==> src/rtl/adiv5_arbiter_if.sv <==
// Requester-side and downstream-side signal bundle of the two-requester ADIv5 arbiter.
// The slave modport is the arbiter's view; the master modport is the requesters/debug-mux view.
interface adiv5_arbiter_if #(
    parameter int CMD_W  = 36,
    parameter int RESP_W = 35
);
    logic [CMD_W-1:0]  R0_WRDATA;
    logic              R0_LOCK;
    logic              R0_WREN;
    logic              R0_WRFULL;
    logic [RESP_W-1:0] R0_RDDATA;
    logic              R0_RDEN;
    logic              R0_RDEMPTY;

    logic [CMD_W-1:0]  R1_WRDATA;
    logic              R1_LOCK;
    logic              R1_WREN;
    logic              R1_WRFULL;
    logic [RESP_W-1:0] R1_RDDATA;
    logic              R1_RDEN;
    logic              R1_RDEMPTY;

    logic [CMD_W-1:0]  ADIv5_WRDATA;
    logic              ADIv5_WREN;
    logic              ADIv5_WRFULL;
    logic [RESP_W-1:0] ADIv5_RDDATA;
    logic              ADIv5_RDEN;
    logic              ADIv5_RDEMPTY;

    logic              STRAY;

    modport slave (
        input  R0_WRDATA, R0_LOCK, R0_WREN, R0_RDEN,
        output R0_WRFULL, R0_RDDATA, R0_RDEMPTY,
        input  R1_WRDATA, R1_LOCK, R1_WREN, R1_RDEN,
        output R1_WRFULL, R1_RDDATA, R1_RDEMPTY,
        output ADIv5_WRDATA, ADIv5_WREN, ADIv5_RDEN,
        input  ADIv5_WRFULL, ADIv5_RDDATA, ADIv5_RDEMPTY,
        output STRAY
    );

    modport master (
        output R0_WRDATA, R0_LOCK, R0_WREN, R0_RDEN,
        input  R0_WRFULL, R0_RDDATA, R0_RDEMPTY,
        output R1_WRDATA, R1_LOCK, R1_WREN, R1_RDEN,
        input  R1_WRFULL, R1_RDDATA, R1_RDEMPTY,
        input  ADIv5_WRDATA, ADIv5_WREN, ADIv5_RDEN,
        output ADIv5_WRFULL, ADIv5_RDDATA, ADIv5_RDEMPTY,
        input  STRAY
    );
endinterface

==> src/rtl/adiv5_arbiter.sv <==
// Two-requester arbiter for one ADIv5 command/response FIFO port: round-robin issue with
// optional lock, and an in-order tag FIFO that steers each response back to its issuer.
module adiv5_arbiter #(
    parameter int CMD_W  = 36,
    parameter int RESP_W = 35,
    parameter int TAG_AW = 2
) (
    input  logic           CLK,
    input  logic           RESET,
    adiv5_arbiter_if.slave bus
);
    localparam logic [TAG_AW:0] TAG_FULL = (TAG_AW + 1)'(1 << TAG_AW);

    logic [CMD_W-1:0]      wr_data [2];
    logic [1:0]            wr_en;
    logic [1:0]            wr_lock;
    logic [1:0]            rd_en;

    logic [1:0]            slot_valid;
    logic [1:0]            slot_lock;
    logic [CMD_W-1:0]      slot_data [2];
    logic                  lock_valid;
    logic                  lock_owner;
    logic                  last_grant;

    logic [(1<<TAG_AW)-1:0] tag_mem;
    logic [TAG_AW-1:0]     tag_wr_ptr;
    logic [TAG_AW-1:0]     tag_rd_ptr;
    logic [TAG_AW:0]       tag_count;

    logic [1:0]            resp_valid;
    logic [RESP_W-1:0]     resp_data [2];
    logic                  stray_q;

    logic [1:0]            eligible;
    logic                  grant;
    logic                  issue;
    logic                  tag_full;
    logic                  tag_empty;
    logic                  tag_head;
    logic                  resp_pop;
    logic                  resp_drain;

    assign wr_data[0] = bus.R0_WRDATA;
    assign wr_data[1] = bus.R1_WRDATA;
    assign wr_en      = {bus.R1_WREN, bus.R0_WREN};
    assign wr_lock    = {bus.R1_LOCK, bus.R0_LOCK};
    assign rd_en      = {bus.R1_RDEN, bus.R0_RDEN};

    // Issue and response-pop decisions are combinational from registered state.
    always_comb begin
        eligible[0] = slot_valid[0] & (~lock_valid | ~lock_owner);
        eligible[1] = slot_valid[1] & (~lock_valid |  lock_owner);
        tag_full    = (tag_count == TAG_FULL);
        tag_empty   = (tag_count == '0);
        grant       = (&eligible) ? ~last_grant : eligible[1];
        issue       = ~RESET & (|eligible) & ~bus.ADIv5_WRFULL & ~tag_full;
        tag_head    = tag_mem[tag_rd_ptr];
        resp_pop    = ~RESET & ~bus.ADIv5_RDEMPTY & ~tag_empty &
                      (~resp_valid[tag_head] | rd_en[tag_head]);
        resp_drain  = ~RESET & ~bus.ADIv5_RDEMPTY & tag_empty;
    end

    assign bus.ADIv5_WREN   = issue;
    assign bus.ADIv5_WRDATA = issue ? slot_data[grant] : '0;
    assign bus.ADIv5_RDEN   = resp_pop | resp_drain;

    assign bus.R0_WRFULL  = slot_valid[0];
    assign bus.R1_WRFULL  = slot_valid[1];
    assign bus.R0_RDEMPTY = ~resp_valid[0];
    assign bus.R1_RDEMPTY = ~resp_valid[1];
    assign bus.R0_RDDATA  = resp_data[0];
    assign bus.R1_RDDATA  = resp_data[1];
    assign bus.STRAY      = stray_q;

    // A slot only captures while empty, so it never collides with its own issue-clear.
    always_ff @(posedge CLK or posedge RESET) begin
        if (RESET) begin
            slot_valid   <= '0;
            slot_lock    <= '0;
            slot_data[0] <= '0;
            slot_data[1] <= '0;
            lock_valid   <= 1'b0;
            lock_owner   <= 1'b0;
            last_grant   <= 1'b1;
        end else begin
            for (int unsigned n = 0; n < 2; n++) begin
                if (wr_en[n] && !slot_valid[n]) begin
                    slot_valid[n] <= 1'b1;
                    slot_lock[n]  <= wr_lock[n];
                    slot_data[n]  <= wr_data[n];
                end
            end
            if (issue) begin
                slot_valid[grant] <= 1'b0;
                last_grant        <= grant;
                lock_valid        <= slot_lock[grant];
                if (slot_lock[grant])
                    lock_owner <= grant;
            end
        end
    end

    always_ff @(posedge CLK or posedge RESET) begin
        if (RESET) begin
            tag_mem    <= '0;
            tag_wr_ptr <= '0;
            tag_rd_ptr <= '0;
            tag_count  <= '0;
        end else begin
            if (issue) begin
                tag_mem[tag_wr_ptr] <= grant;
                tag_wr_ptr          <= tag_wr_ptr + 1'b1;
            end
            if (resp_pop)
                tag_rd_ptr <= tag_rd_ptr + 1'b1;
            case ({issue, resp_pop})
                2'b10:   tag_count <= tag_count + 1'b1;
                2'b01:   tag_count <= tag_count - 1'b1;
                default: tag_count <= tag_count;
            endcase
        end
    end

    // A read and a refill of the same slot in one cycle leave it full with the new data.
    always_ff @(posedge CLK or posedge RESET) begin
        if (RESET) begin
            resp_valid   <= '0;
            resp_data[0] <= '0;
            resp_data[1] <= '0;
            stray_q      <= 1'b0;
        end else begin
            for (int unsigned n = 0; n < 2; n++) begin
                if (rd_en[n] && resp_valid[n])
                    resp_valid[n] <= 1'b0;
            end
            if (resp_pop) begin
                resp_valid[tag_head] <= 1'b1;
                resp_data[tag_head]  <= bus.ADIv5_RDDATA;
            end
            if (resp_drain)
                stray_q <= 1'b1;
        end
    end
endmodule
==> src/flat_wrapper.sv <==
// flat-port wrapper written by rule: the top's interface ports become plain ports
module adiv5_arbiter_flat 
#(
    parameter int CMD_W  = 36,
    parameter int RESP_W = 35,
    parameter int TAG_AW = 2
)
  (CLK, RESET, bus_R0_WRDATA, bus_R0_LOCK, bus_R0_WREN, bus_R0_RDEN, bus_R0_WRFULL, bus_R0_RDDATA, bus_R0_RDEMPTY, bus_R1_WRDATA, bus_R1_LOCK, bus_R1_WREN, bus_R1_RDEN, bus_R1_WRFULL, bus_R1_RDDATA, bus_R1_RDEMPTY, bus_ADIv5_WRDATA, bus_ADIv5_WREN, bus_ADIv5_RDEN, bus_ADIv5_WRFULL, bus_ADIv5_RDDATA, bus_ADIv5_RDEMPTY, bus_STRAY);
  adiv5_arbiter_if #(.CMD_W(CMD_W), .RESP_W(RESP_W)) bus_i ();
  input  logic CLK;
  input  logic RESET;
  input wire logic [$bits(bus_i.R0_WRDATA)-1:0] bus_R0_WRDATA;
  input wire logic [$bits(bus_i.R0_LOCK)-1:0] bus_R0_LOCK;
  input wire logic [$bits(bus_i.R0_WREN)-1:0] bus_R0_WREN;
  input wire logic [$bits(bus_i.R0_RDEN)-1:0] bus_R0_RDEN;
  output wire logic [$bits(bus_i.R0_WRFULL)-1:0] bus_R0_WRFULL;
  output wire logic [$bits(bus_i.R0_RDDATA)-1:0] bus_R0_RDDATA;
  output wire logic [$bits(bus_i.R0_RDEMPTY)-1:0] bus_R0_RDEMPTY;
  input wire logic [$bits(bus_i.R1_WRDATA)-1:0] bus_R1_WRDATA;
  input wire logic [$bits(bus_i.R1_LOCK)-1:0] bus_R1_LOCK;
  input wire logic [$bits(bus_i.R1_WREN)-1:0] bus_R1_WREN;
  input wire logic [$bits(bus_i.R1_RDEN)-1:0] bus_R1_RDEN;
  output wire logic [$bits(bus_i.R1_WRFULL)-1:0] bus_R1_WRFULL;
  output wire logic [$bits(bus_i.R1_RDDATA)-1:0] bus_R1_RDDATA;
  output wire logic [$bits(bus_i.R1_RDEMPTY)-1:0] bus_R1_RDEMPTY;
  output wire logic [$bits(bus_i.ADIv5_WRDATA)-1:0] bus_ADIv5_WRDATA;
  output wire logic [$bits(bus_i.ADIv5_WREN)-1:0] bus_ADIv5_WREN;
  output wire logic [$bits(bus_i.ADIv5_RDEN)-1:0] bus_ADIv5_RDEN;
  input wire logic [$bits(bus_i.ADIv5_WRFULL)-1:0] bus_ADIv5_WRFULL;
  input wire logic [$bits(bus_i.ADIv5_RDDATA)-1:0] bus_ADIv5_RDDATA;
  input wire logic [$bits(bus_i.ADIv5_RDEMPTY)-1:0] bus_ADIv5_RDEMPTY;
  output wire logic [$bits(bus_i.STRAY)-1:0] bus_STRAY;
  assign bus_i.R0_WRDATA = bus_R0_WRDATA;
  assign bus_i.R0_LOCK = bus_R0_LOCK;
  assign bus_i.R0_WREN = bus_R0_WREN;
  assign bus_i.R0_RDEN = bus_R0_RDEN;
  assign bus_R0_WRFULL = bus_i.R0_WRFULL;
  assign bus_R0_RDDATA = bus_i.R0_RDDATA;
  assign bus_R0_RDEMPTY = bus_i.R0_RDEMPTY;
  assign bus_i.R1_WRDATA = bus_R1_WRDATA;
  assign bus_i.R1_LOCK = bus_R1_LOCK;
  assign bus_i.R1_WREN = bus_R1_WREN;
  assign bus_i.R1_RDEN = bus_R1_RDEN;
  assign bus_R1_WRFULL = bus_i.R1_WRFULL;
  assign bus_R1_RDDATA = bus_i.R1_RDDATA;
  assign bus_R1_RDEMPTY = bus_i.R1_RDEMPTY;
  assign bus_ADIv5_WRDATA = bus_i.ADIv5_WRDATA;
  assign bus_ADIv5_WREN = bus_i.ADIv5_WREN;
  assign bus_ADIv5_RDEN = bus_i.ADIv5_RDEN;
  assign bus_i.ADIv5_WRFULL = bus_ADIv5_WRFULL;
  assign bus_i.ADIv5_RDDATA = bus_ADIv5_RDDATA;
  assign bus_i.ADIv5_RDEMPTY = bus_ADIv5_RDEMPTY;
  assign bus_STRAY = bus_i.STRAY;
  adiv5_arbiter #(.CMD_W(CMD_W), .RESP_W(RESP_W), .TAG_AW(TAG_AW)) u_core (.CLK(CLK), .RESET(RESET), .bus(bus_i));
endmodule
==> config.mk <==
export PLATFORM = sky130hd
export DESIGN_NAME = adiv5_arbiter_flat
export DESIGN_NICKNAME = d
export VERILOG_FILES = /design/src/rtl/adiv5_arbiter_if.sv /design/src/rtl/adiv5_arbiter.sv /design/src/flat_wrapper.sv
export SDC_FILE = /design/constraint.sdc
export NUM_CORES = 1
export LEC_CHECK = 0
export BUFFER_PORTS_ARGS = -buffer_cell sky130_fd_sc_hd__buf_2
export CAP_MARGIN = 20
export CORE_ASPECT_RATIO = 0.8
export CORE_MARGIN = 1
export CORE_UTILIZATION = 50
export DETAILED_ROUTE_END_ITERATION = 12
export PLACE_DENSITY = 0.87
export SETUP_SLACK_MARGIN = 0.05
export SLEW_MARGIN = 20
export SYNTH_ARGS = -nofsm -noshare
export SYNTH_HDL_FRONTEND = slang
export SYNTH_SLANG_ARGS = --single-unit
==> constraint.sdc <==
create_clock -name CLK -period 6.85 [get_ports CLK]
set_input_delay 1.37 -clock CLK [delete_from_list [all_inputs] [get_ports CLK]]
set_output_delay 1.37 -clock CLK [all_outputs]
set_load 0.02 [all_outputs]
==> flow_summary.ini, run 1 <==
[critical_path]
slowest_delay_ps = 490
cp_cell_sequence = buf_2 -> a211oi_2 -> nand2_1 -> inv_1 -> buf_2
cp_slowest_cell = a211oi_2
path_max_fanout = 9
cp_data_required_time_ps = 5480
critPathTopFamily = buffers and inverters
critical_path_class = input pin to primary output
worstSetupEndpointType = primary output
cp-startpoint = RESET
cpMostUsedCell = buf_2
path_buf_inv = 3
crit_path_start_kind = input pin
critPathArrivalTime_ps = 2640
reg2reg_from = u_core.tag_count[2]
r2r_slack_ps = 4370

[sta]
rsz0062_at_grt = no
fmax_mhz = 249.4
slew_violations = 0
hold_viol = 0
period_needed_ps = 4010
tns_ps = 0
worstMarginPinSlew_ps = 937.2
fin_worst_skew_ps = 7.000
setup_viol = 0
fin_crit_sh = 0.5854
max_slew_margin = 0.3745

[clock_tree]
clkTransAtPathRegs_ps = 60
numCtsBuffers = 17
cts_root_buf = clkbuf_16
h-tree-depth = 4
clock_path_buffers = 2
cts_setup_buffers = 0
clk_latency_ps = 420
clock-sinks = 163
ctsResizeCount = 0
cts_hold_buf = 0
cts_tree = yes

[grt]
grt_pass1_wl_mm = 25.60
grt_pass1_vias = 5056
grt_overflow = 0
track_usage = 0.2377
grt_start_max_net_pins = 100
antenna_found_initial = 0

[logic_synthesis]
ys_seq_elements = 163
synthCells = 486
syn_nets = 609
netlist_area_um2 = 6837
synth_ff_type = dfrtp_1
yosys_warnings = 0
async_flop_share = 1.000
yosys.area.top_type = dfrtp_1
avgSynthCellArea_um2 = 14.07
synthMostInstantiatedCell = dfrtp_1
synth-seq-area-share = 0.5968
synthDominantCellAreaShare = 0.5930
synth_cell_types = 36
synth_edf_count = 0
ys_top_cells_by_area = dfrtp_1 (59%), mux2_2 (24%), a22oi_1 (4.0%)
netlist_top_cells_count = dfrtp_1 (162), mux2_2 (148), nor2_1 (46), a22oi_1 (36), clkbuf_1 (17)

[placement]
dp_hpwl_mm = 11.44
io_buffers = 229
placed_cell_area_um2 = 8143
gp_congestion = 0.8071

[final_layout]
fin_nets = 838
final_area_um2 = 8757
diodes = 0
syn_to_final_growth_pct = 28.09
drive_gt1_frac = 0.5799

[power_and_ir_drop]
ir_drop_mv = 0.2462
leakagePower_nw = 4.211
pwr_density_cell_nw_per_um2 = 534.2

[hold_path]
hold_start = u_core.bus.STRAY
hold_path.class = flip-flop to flip-flop

[die]
initial_core_util = 0.5218
ios = 230
die_h_um = 106.6
die_w_um = 132.7
row_count = 37
core_area_um2 = 13100
die_area_um2 = 14150

[job]
cap_violations = 0

[routing]
first_pass_iters = 4
detail-route-antenna-nets = 0
vias_per_cell = 5.341
detail_route.wl_per_cell_um = 18.07
dr_wl_met3_um = 855
drt-met1-wl_mm = 6.537
vias = 4812
wirelength_mm = 16.28
route.detailed.drc = 0
met2WireLength_mm = 8.550
highest_layer = met4
drt_iter0_drc = 242

[outcome]
status = finished, final reports clean
-- path summary, 6_finish.rpt --
kind | endpoint | cells after the start
worst max-delay path | bus_ADIv5_WREN | 5
worst min-delay path | u_core.bus.STRAY | 1
worst max register to register | u_core.bus.R1_RDDATA[25] | 4
worst min register to register | u_core.bus.STRAY | 1
max in group asynchronous | u_core.slot_data[59] | 3
min in group asynchronous | u_core.tag_count[2] | 2
-- metrics by stage --
stage / hold WS [ps] / instances / total power [mW] / setup WS (ps) / utilization
global route: 483.6 / 901 / 4.935 / 2765 / 0.6684
CTS: 460.9 / 899 / 4.696 / 2880 / 0.6648
finish: 460.6 / 901 / 4.678 / 2840 / 0.6684
detailed placement: 446.2 / 869 / 3.762 / 2881 / 0.6215
global placement: 435.2 / 869 / 3.656 / 2931 / 0.6215
floorplan: 473.8 / 486 / 3.108 / 1077 / -
-- report_power, final --
group / switching (mW) / internal, mW
clock: 0.369 / 0.551
combinational: 1.11 / 0.894
sequential: 0.295 / 1.46
total: 1.77 / 2.91
-- cells in the final DEF, fill, tap and decap left out, drive strengths merged, types with 2 or more instances in the layout --
| master | Yosys | layout |
|---|---|---|
| o21ai | 2 | 2 |
| xor2 | 3 | 3 |
| a21oi | 3 | 3 |
| buf | 9 | 236 |
| ha | 5 | 5 |
| clkinvlp | 0 | 3 |
| bufinv | 0 | 2 |
| nor2b | 2 | 2 |
| nand2 | 4 | 4 |
| nor3 | 3 | 3 |
| clkinv | 0 | 3 |
| nand3 | 6 | 6 |
| nor2 | 46 | 46 |
| a21o | 2 | 2 |
| xnor2 | 2 | 2 |
| a22oi | 36 | 36 |
| mux2 | 150 | 150 |
| mux2i | 6 | 6 |
| nand2b | 4 | 4 |
| dfrtp | 162 | 162 |
| clkbuf | 17 | 21 |
| inv | 11 | 12 |
-- per-layer routing --
layer / global-route usage / up-vias
met4: 0.1059 / 0
met2: 0.4188 / 148
met3: 0.05674 / 30
li1: - / 2191
met1: 0.2779 / 2443
met5: 0 / -
-- kinds of logic (layout without fill, tap and decap cells) --
| family | count (synthesis) | in the layout | synth area share |
|---|---|---|---|
| flip-flops | 163 | 163 | 0.5968 |
| XOR/XNOR | 5 | 5 | 0.006407 |
| AND/OR/NAND/NOR | 69 | 69 | 0.04630 |
| buffers and inverters | 37 | 277 | 0.02471 |
| adder cells (fa/ha/maj) | 6 | 6 | 0.01208 |
| AO/OA/AOI/OAI | 50 | 50 | 0.05600 |
| multiplexers | 156 | 156 | 0.2577 |
-- cell type report --
class / instances / area, um^2
Fill cell: 966 / 4344
Clock buffer: 21 / 460.4
Timing Repair Buffer: 236 / 1231
Multi-Input combinational cell: 286 / 2614
Clock inverter: 9 / 106.4
Inverter: 11 / 46.29
Sequential cell: 163 / 4080
Tap cell: 175 / 219.0
-- sequential cells by signal, summed over array words and instances (netlist names), 2 cells and up --
register              flops
u_core.slot_data         72
u_core.bus.R0_RDDATA     35
u_core.bus.R1_RDDATA     35
u_core.tag_mem            4
u_core.tag_count          3
u_core.resp_valid         2
u_core.slot_lock          2
u_core.slot_valid         2
u_core.tag_rd_ptr         2
u_core.tag_wr_ptr         2
Power figures use the tool's default switching activity.
==> inputs of run 2 (changes only) <==
--- a/config.mk
+++ b/config.mk
@@ -9,9 +9,9 @@
 export CAP_MARGIN = 20
 export CORE_ASPECT_RATIO = 0.8
 export CORE_MARGIN = 1
-export CORE_UTILIZATION = 50
+export CORE_UTILIZATION = 46
 export DETAILED_ROUTE_END_ITERATION = 12
-export PLACE_DENSITY = 0.87
+export PLACE_DENSITY = 0.85
 export SETUP_SLACK_MARGIN = 0.05
 export SLEW_MARGIN = 20
 export SYNTH_ARGS = -nofsm -noshare
==> constraint.sdc (replaced) <==
create_clock -name CLK -period 3.2 [get_ports CLK]
set_input_delay 0.64 -clock CLK [delete_from_list [all_inputs] [get_ports CLK]]
set_output_delay 0.64 -clock CLK [all_outputs]
set_load 0.02 [all_outputs]
==> flow_summary.ini, run 2 (synthesis gave the netlist of run 1 again) <==
[outcome]
status = complete, but fails checks
failed_checks = DRC

[clock_tree]
cts_setup_buffers = 0
clock-sinks = 163
cts_tree = yes
clkTransAtPathRegs_ps = 60
cts_root_buf = clkbuf_16
clk_latency_ps = 410
h-tree-depth = 4
cts_hold_buf = 0
numCtsBuffers = 17
ctsResizeCount = 0
clock_path_buffers = 2

[critical_path]
critical_path_class = flip-flop to primary output
critPathArrivalTime_ps = 2180
path_max_fanout = 7
cp_data_required_time_ps = 2560
crit_path_start_kind = flip-flop
path_buf_inv = 2
critPathTopFamily = flip-flops
worstSetupEndpointType = primary output
cp_cell_sequence = mux2i_1 -> a21oi_1 -> nand2_1 -> inv_1 -> buf_2
cp_slowest_cell = dfrtp_1
slowest_delay_ps = 540

[power_and_ir_drop]
ir_drop_mv = 0.5834
comb_power_share = 0.415
sequentialPowerShare = 0.372
pwr_density_cell_nw_per_um2 = 1135
p_clk_frac = 0.213
leakagePower_nw = 4.257
internal-power_mw = 6.359
p_switching_mw = 3.699
swShare = 0.3678

[final_layout]
drive_gt1_frac = 0.5820
fin_nets = 842
top_register = u_core.slot_data
syn_to_final_growth_pct = 29.61
layout_common_cells = buf_2 (229), dfrtp_1 (162), mux2_2 (148), nor2_1 (46), a22oi_1 (36)
fin_util = 0.6156
multi_input_area_um2 = 2614
seq_area_um2 = 4080
final_common_cell = buf_2
diodes = 0
nFillCells = 1117
largest_reg_flops = 72

[placement]
io_buffers = 229
gp_congestion = 0.7518
dp_hpwl_mm = 10.59

[sta]
slew_violations = 0
worstMarginPinSlew_ps = 804.0
fin_crit_sh = 0.8807
period_needed_ps = 2818
setup_viol = 0
tns_ps = 0
fmax_mhz = 354.8
rsz0062_at_grt = no
fin_worst_skew_ps = 8.271
hold_viol = 0
max_slew_margin = 0.4629

[grt]
grt_start_max_net_pins = 66
grt_overflow = 0
grt_pass1_vias = 5041
grt_pass1_wl_mm = 25.38
antenna_found_initial = 0
track_usage = 0.2098

[routing]
vias = 4758
first_pass_iters = 9
route.detailed.drc = 40
drt_iter0_drc = 250
detail-route-antenna-nets = 0
detail_route.wl_per_cell_um = 16.65
wirelength_mm = 15.25
vias_per_cell = 5.194

[job]
cap_violations = 0

[die]
die_w_um = 138.3
core_area_um2 = 14400
die_area_um2 = 15360
row_count = 39
initial_core_util = 0.4749
die_h_um = 111.0
ios = 230

[hold_path]
hold_path.class = input pin to async pin
run 2: cell count changes in the layout (fill, tap and decap cells not counted):
cell,previous run,this run
buf_12,1,3
buf_16,1,0
buf_4,5,8
bufinv_16,2,4
clkbuf_1,2,3
clkbuf_8,2,1
clkinv_2,3,1
clkinv_4,0,2
run 2: stage by stage:
stage                     setup WS [ps]  power [mW]  cells  area [um^2]  hold WS (ps)
after global routing              192.4       10.64    916         8861         435.6
after CTS                         364.3       10.15    916         8861         423.2
after detailed placement          783.5       7.959    884         8235         445.3
after floorplan                   490.0       6.654    486         6840         473.8
final                             381.9       10.06    916         8861         413.2
after global placement            884.8       7.778    884         8235         436.8
run 2: worst paths after layout:
kind,startpoint,to,slack (ps),depth (start not counted)
min,RESET,u_core.tag_count[1],410,2
max in group asynchronous,RESET,u_core.slot_data[1],2000,3
max,u_core.slot_valid[1],bus_ADIv5_WREN,380,5
min in group CLK,bus_R0_WRDATA[4],u_core.slot_data[40],450,2
max reg2reg,u_core.slot_valid[1],u_core.tag_count[1],750,7
min reg2reg,u_core.bus.STRAY,u_core.bus.STRAY,460,1
run 2: power by group through the flow:
stage	clock network (mW)	registers, mW	logic, mW
6_report	2.14	3.75	4.17
5_1_grt	2.28	3.87	4.49
4_1_cts	2.19	3.74	4.21
3_5_place_dp	0	3.77	4.19
3_3_place_gp	0	3.71	4.07
2_1_floorplan	0	4.21	2.44
run 2: routing by layer:
layer / vias up / track usage / share of wire
met5: - / 0 / 0
met4: 0 / 0.06292 / 0.0071
met3: 11 / 0.07775 / 0.088
met2: 195 / 0.3513 / 0.49
met1: 2360 / 0.2525 / 0.42
li1: 2192 / - / -
run 2: worst reg2reg max path: stages, from the launching register on:
cell	delay [ps]
dfrtp_1	540
mux2i_1	130
a21oi_1	480
nand2_1	270
ha_1	300
inv_1	80
fa_1	410
mux2i_1	160
run 2: cell type report:
class | instances | area share
clock inverter | 11 | 0.01977
inverter | 11 | 0.005083
sequential | 163 | 0.4605
timing repair buffer | 240 | 0.1429
multi-input combinational | 286 | 0.2950
clock buffer | 21 | 0.05083
tap | 184 | 0.02598
